File: src/rtl/sync_data_fifo.sv
// sync_data_fifo: single-clock flit queue between data_Recv and flit_send.
//
// Contains:
//   - fifo_ram: dual-port storage with a registered synchronous read port.
//     It has no FIFO knowledge, so it can also be used as a plain lookup RAM.
//   - sync_data_fifo: pointers, occupancy count, and the empty/almost_full flags.
//
// Pop data appears on dout one cycle after an accepted rd_en.
// dout holds its value when no pop is accepted.
//
// Optional build macro: DATA_FIFO_CHECK_EN
//   When defined, simulation-only overflow/underflow messages are compiled in.
//   Functional behaviour is the same with or without it.

module fifo_ram #(
    parameter int DATA_WIDTH = 59,
    parameter int ADDR_WIDTH = 4
) (
    input  logic                  clk,
    input  logic                  wr_en,
    input  logic                  rd_en,
    input  logic [DATA_WIDTH-1:0] wr_data,
    input  logic [ADDR_WIDTH-1:0] wr_addr,
    input  logic [ADDR_WIDTH-1:0] rd_addr,
    output logic [DATA_WIDTH-1:0] rd_data
);

    localparam int DEPTH = 2 ** ADDR_WIDTH;

    logic [DATA_WIDTH-1:0] mem_q [DEPTH];
    logic [DATA_WIDTH-1:0] rd_data_d;
    logic [DATA_WIDTH-1:0] rd_data_q;

    // Next read register value: new word on a read, otherwise hold.
    always_comb begin
        rd_data_d = rd_data_q;
        if (rd_en) begin
            rd_data_d = mem_q[rd_addr];
        end
    end

    // Storage write and read register.
    // A read and a write to the same address on one edge return the old word.
    always_ff @(posedge clk) begin
        if (wr_en) begin
            mem_q[wr_addr] <= wr_data;
        end
        rd_data_q <= rd_data_d;
    end

    assign rd_data = rd_data_q;

endmodule

module sync_data_fifo #(
    parameter int DATA_WIDTH = 59,
    parameter int ADDR_WIDTH = 4
) (
    input  logic                  clk,
    input  logic                  rst_n,
    input  logic                  wr_en,
    input  logic                  rd_en,
    input  logic [DATA_WIDTH-1:0] din,
    output logic [DATA_WIDTH-1:0] dout,
    output logic                  almost_full,
    output logic                  empty
);

    localparam logic [ADDR_WIDTH:0] CNT_FULL = {1'b1, {ADDR_WIDTH{1'b0}}};
    localparam logic [ADDR_WIDTH:0] CNT_AF   = {1'b0, {ADDR_WIDTH{1'b1}}};

    logic [ADDR_WIDTH-1:0] wr_ptr_d, wr_ptr_q;
    logic [ADDR_WIDTH-1:0] rd_ptr_d, rd_ptr_q;
    logic [ADDR_WIDTH:0]   count_d,  count_q;
    logic                  full;
    logic                  push_ok;
    logic                  pop_ok;

    assign full        = (count_q == CNT_FULL);
    assign empty       = (count_q == '0);
    // Asserts one entry early, so a producer that reacts a cycle late still fits.
    assign almost_full = (count_q >= CNT_AF);

    assign push_ok = wr_en & ~full;
    assign pop_ok  = rd_en & ~empty;

    // Next pointer and occupancy values from the accepted push/pop.
    always_comb begin
        wr_ptr_d = wr_ptr_q;
        rd_ptr_d = rd_ptr_q;
        count_d  = count_q;
        if (push_ok) begin
            wr_ptr_d = wr_ptr_q + ADDR_WIDTH'(1);
        end
        if (pop_ok) begin
            rd_ptr_d = rd_ptr_q + ADDR_WIDTH'(1);
        end
        if (push_ok && !pop_ok) begin
            count_d = count_q + (ADDR_WIDTH+1)'(1);
        end else if (pop_ok && !push_ok) begin
            count_d = count_q - (ADDR_WIDTH+1)'(1);
        end
    end

    // Control state; reset discards contents and raises empty immediately.
    always_ff @(posedge clk or negedge rst_n) begin
        if (!rst_n) begin
            wr_ptr_q <= '0;
            rd_ptr_q <= '0;
            count_q  <= '0;
        end else begin
            wr_ptr_q <= wr_ptr_d;
            rd_ptr_q <= rd_ptr_d;
            count_q  <= count_d;
        end
    end

    fifo_ram #(
        .DATA_WIDTH (DATA_WIDTH),
        .ADDR_WIDTH (ADDR_WIDTH)
    ) u_ram (
        .clk     (clk),
        .wr_en   (push_ok),
        .rd_en   (pop_ok),
        .wr_data (din),
        .wr_addr (wr_ptr_q),
        .rd_addr (rd_ptr_q),
        .rd_data (dout)
    );

`ifdef DATA_FIFO_CHECK_EN
    // Simulation-only reporting of dropped pushes and ignored pops.
    always @(posedge clk) begin
        if (rst_n) begin
            if (wr_en && full) begin
                $display("ERROR: FIFO overflow at time %0t in %m", $time);
            end
            if (rd_en && empty) begin
                $display("ERROR: FIFO underflow at time %0t in %m", $time);
            end
        end
    end
`else
`endif

endmodule

File: config.mk
export PLATFORM = sky130hd
export DESIGN_NAME = sync_data_fifo
export DESIGN_NICKNAME = d
export VERILOG_FILES = /design/src/rtl/sync_data_fifo.sv
export SDC_FILE = /design/constraint.sdc
export NUM_CORES = 1
export LEC_CHECK = 0
export ABC_AREA = 0
export BUFFER_PORTS_ARGS = -buffer_cell sky130_fd_sc_hd__buf_4
export CAP_MARGIN = 20
export CORE_MARGIN = 2
export CORE_UTILIZATION = 30
export CTS_BUF_LIST = sky130_fd_sc_hd__clkbuf_8
export CTS_CLUSTER_SIZE = 20
export DETAILED_ROUTE_END_ITERATION = 8
export HOLD_SLACK_MARGIN = 0.03
export SLEW_MARGIN = 20
export SYNTH_ARGS = -nofsm -noshare
export SYNTH_HDL_FRONTEND = slang
export SYNTH_SLANG_ARGS = --single-unit
File: constraint.sdc
create_clock -name clk -period 7.7 [get_ports clk]
set_input_delay 1.155 -clock clk [delete_from_list [all_inputs] [get_ports clk]]
set_output_delay 1.155 -clock clk [all_outputs]
set_load 0.005 [all_outputs]
==> Word level (Yosys, flattened, before mapping) <==
Memories as Yosys holds them, arrays and structs flattened. A register that Yosys moved wholly into a read port is not among the register bits.
Index checks and enable logic that the tools add are counted.
{ "totals": {"mem_count": 1, "wordCells": 24, "input_bits": 63, "output_inout_bits": 61, "regBits": 13, "ramBits": 944} }
{ "op_classes": {"muxes": 4, "bitwise_logic": 4, "order_cmp": 1, "n_eq_ne": 1, "n_reduce_logical": 6, "add_sub_neg": 4} }
{ "mem_list": {"columns": ["name", "words", "word_bits", "rd", "rd_clocked_by_memory_dff", "wr", "line", "rtl"], "rows": [
  ["u_ram.mem_q", 16, 59, 1, 1, 1, "30", "logic [DATA_WIDTH-1:0] mem_q [DEPTH];"]
]} }
{ "op_table": {"columns": ["cell", "count"], "rows": [
  ["two-way mux 5 bit", 2],
  ["adder 4 x 1 -> 4 bit, second input constant", 2],
  ["adder 5 x 1 -> 5 bit, second input constant", 1],
  ["== test 5 bit, second input constant", 1],
  ["greater-or-equal comparator 5 x 4 -> 1 bit, second input constant", 1],
  ["zero test 5 bit", 1],
  ["subtractor 5 x 1 -> 5 bit, second input constant", 1],
  ["AND 1 bit", 2],
  ["logical AND 1 bit", 2],
  ["zero test 1 bit", 2],
  ["two-way mux 1 bit", 2],
  ["NOT 1 bit", 2],
  ["nonzero test 2 bit", 1]
]} }

==> Depth between registers and ports, before layout <==
{ "logic_depth": {"depth_word": 7, "mapped_depth": 10, "mapped_depth_nobuf": 9} }

==> By module <==
A second synthesis with hierarchy kept.
{ "hier_totals": {"cells_unflattened": 1593, "hier_area_um2": 37827.5} }
{ "modules_own_cells": {"columns": ["mod", "n_inst", "cells_each", "seq_area_each_um2", "area_per_inst_um2"], "rows": [
  ["fifo_ram", 1, 1522, 30118.9, 37044.3],
  ["sync_data_fifo", 1, 71, 325.3, 783.3]
]} }

==> Worst setup path before layout <==
No wires, ideal clock.
{ "synth_path": {"path_kind": "in2reg", "start": "input wr_en", "end": "memory u_ram.mem_q[0][0], enable pin", "n_path_buf": 1, "cell_stages": 4, "required_time_ps": 7152, "arrival_ps": 5518, "path_slack_ps": 1634, "setup_time_ps": 548, "path_cell_list": "o21a_1 buf_6 nand2_1 nor3_1"} }
{ "synth_via": {"elab_chain_len": 3} }
{ "synth_lines": {"columns": ["item", "line", "rtl"], "rows": [
  ["from (decl)", "61", "input logic wr_en,"],
  ["AND 1 bit", "84", "assign push_ok = wr_en & ~full;"],
  ["via push_ok", "76", "logic push_ok;"],
  ["two-way mux 1 bit", "45", "if (wr_en) begin"],
  ["two-way mux 1 bit (implied by the code)", "46", "mem_q[wr_addr] <= wr_data;"],
  ["to (decl)", "30", null]
]} }
The timed path passes the listed nets, and every way through them passes these cells.

==> results.py <==
metrics = {
    "synthesis": {
        "syn_avg_cell_area_um2": 21.0,
        "syn_nets": 1916,
        "syn_area_um2": 38700,
        "synth_ff_type": "edfxtp_1",
        "synth_most_common_cell": "edfxtp_1",
        "synth_warnings": 0,
        "yosysTopAreaCell": "edfxtp_1",
        "synthCells": 1843,
        "ys_types": 36,
        "synth_edf_count": 1003,
        "ys_ff_latch": 1016,
        "synthTopCellsByArea": "edfxtp_1, mux4_2, mux2i_1",
        "synth_top_area_share": 0.779,
        "yosysSeqAreaShare": 0.787,
        "ys_top_cells_by_count": "edfxtp_1, mux2i_1, a221oi_1, mux4_2, nand2_1",
        "async_flop_share": 0.0128,
    },
    "grt": {
        "antenna_found_initial": 6,
        "grt_max_degree": 133,
        "grt.overflow.total": 0,
        "grt_use_total": 0.134,
        "grt_pass1_vias": 19400,
        "grt_pass1_wl_um": 130000,
    },
    "critical_path": {
        "critPathKind": "flop to flop",
        "cp-end-kind": "flop",
        "cp_max_fo": 63,
        "arrival_ns": 4.32,
        "required_ns": 8.25,
        "cp-start-kind": "flop",
    },
    "flow_run": {
        "cap_violations": 0,
    },
    "timing": {
        "fin_tns_setup_ns": 0,
        "setup_viol": 0,
        "max_freq_mhz": 265,
        "hold_viol_final": 0,
        "grt_setup_unrepaired": "no",
        "fin_crit_sh": 0.490,
        "finClkSkew_ns": 0.0349,
        "slew_violations": 0,
        "fin_crit_ns": 3.77,
        "max_slew_margin": 0.180,
        "worst_pin_slew_ns": 1.23,
    },
    "routing": {
        "wl_per_cell_um": 23.1,
        "routed_wl_um": 88900,
        "drcViolationCount": 0,
        "avgViaCountPerCell": 4.89,
        "postRouteAntennaNets": 0,
        "vias": 18800,
        "drtPass1Iterations": 5,
        "initialDrtViolationCount": 1804,
    },
    "hold_path": {
        "min_path_type": "primary input to asynchronous set/reset pin",
    },
    "floorplanning": {
        "initial_core_util": 0.303,
        "row_count": 131,
        "die_y_um": 363,
        "dieArea_um2": 132000,
        "io_pins": 124,
        "core-area_um2": 128000,
        "fp.dieW_um": 363,
    },
    "power": {
        "power_density_nw_per_um2": 356,
        "p_leak_nw": 14.6,
        "vdd.ir_drop.worst_v": 0.000347,
        "report.power.total_w": 0.0158,
    },
    "layout": {
        "drive_above_1_share": 0.227,
        "fillers": 11700,
        "syn2layout_area_growth_pct": 14.6,
        "final_nets": 2130,
    },
    "clock_network": {
        "clk_pin_slew_ns": 0.06,
        "ctsHoldBuffers": 0,
        "cts_tree": "done",
        "ctsHtreeMaxLevel": 4,
        "cts_num_sinks": 1016,
        "root_buffer": "clkbuf_8",
        "worstSkewPairLatency_ns": 0.83,
        "ctsResizeCount": 0,
        "cts_buffers": 158,
        "post_cts_buffers": 0,
        "clk_path_buf_depth": 3,
    },
    "run_status": {
        "status": "completed",
    },
    "placement": {
        "gp_congestion": 0.719,
        "dp_hpwl_um": 45700,
        "portBuffers": 123,
    },
}
## kinds of logic after synthesis
kind of cell	count (synthesis)	synth area share
flip-flops	1016	0.787
AND/OR/NAND/NOR	97	0.0105
adder cells (fa/ha/maj)	10	0.00343
buffers and inverters	108	0.0183
AO/OA/AOI/OAI	246	0.0477
XOR/XNOR	10	0.00227
multiplexers	356	0.130
## worst paths after layout
path,from,endpoint,slack (ns),depth (start not counted)
min in group clk,count_q[2]$_DFFE_PN0P_,count_q[2]$_DFFE_PN0P_,0.58,2
hold reg to reg,count_q[2]$_DFFE_PN0P_,count_q[2]$_DFFE_PN0P_,0.58,2
hold / removal,rst_n,count_q[4]$_DFFE_PN0P_,0.19,1
setup / recovery,rd_ptr_q[2]$_DFFE_PN0P_,u_ram.rd_data[46]$_DFFE_PP_,3.93,6
max in group asynchronous,rst_n,rd_ptr_q[2]$_DFFE_PN0P_,7.30,1
setup reg to reg,rd_ptr_q[2]$_DFFE_PN0P_,u_ram.rd_data[46]$_DFFE_PP_,3.93,6
## state kept, by name, indices dropped and copies added (netlist names)
register,cells
rd_ptr_q,4
count_q,5
u_ram.rd_data,59
u_ram.mem_q,944
wr_ptr_q,4
## per-stage QoR
step	std cells	setup WS, ns	hold WS [ns]	util	instance area (µm²)
6_report	3842	3.93	0.185	0.347	44300
5_1_grt	3841	3.74	0.154	0.347	44300
4_1_cts	3837	3.94	0.109	0.346	44200
3_5_place_dp	3556	3.80	0.564	0.324	41400
3_3_place_gp	3556	3.91	0.525	0.324	41400
2_1_floorplan	1843	1.63	0.500	-	38700
## cell type report
type                    count  area [µm²]  area share
clock buffers             162        2230      0.0503
diodes                      2        5.00    0.000113
flip-flops and latches   1016       30500       0.688
inverters                   6        30.0    0.000678
multi-input cells         719        7630       0.172
repair buffers            156        1260      0.0284
clock inverters           119         604      0.0136
well taps                1662        2080      0.0469
## power by group
part	switching [W]	internal (W)	total [W]
combinational	0.00250	0.00179	0.00429
sequential	0.000444	0.00693	0.00737
clock	0.00204	0.00206	0.00410
total	0.00499	0.0108	0.0158
## worst max-delay path: stages, from the launching register on
cell and delay, ns:
dfrtp_4 1.08, nor2b_4 0.29, buf_4 0.59, buf_4 0.81
a221oi_1 0.26, o21ai_0 0.25, nand2_1 0.09
## metal layers
layer / routed length, µm / global-route usage / up-vias / share of wire
li1: - / - / 8164 / -
met1: 37100 / 0.175 / 9795 / 0.42
met2: 44200 / 0.223 / 696 / 0.50
met3: 5650 / 0.0254 / 139 / 0.064
met4: 1920 / 0.0490 / 4 / 0.022
met5: 26 / 0 / - / 0.00029
## placed cells by master, fill, tap and decap left out, drive strengths merged
cell type and n:
mux2i 237, nand3 1, mux2 1, dfrtp 13
edfxtp 1003, buf 156, nor2 15, clkinv 56
a21oi 2, ha 9, inv 60, nor2b 1
clkbuf 162, bufinv 3, clkinvlp 6, and2 1
a22oi 59, nand2 71, nor3 4, diode 2
nand4 1, fa 1, xor2 1, or4 1
a41o 1, nand2b 2, xnor2 9, o21ai 63
o21a 1, a21o 2, a221oi 118, mux4 118
(Power assumes the default switching activity.)
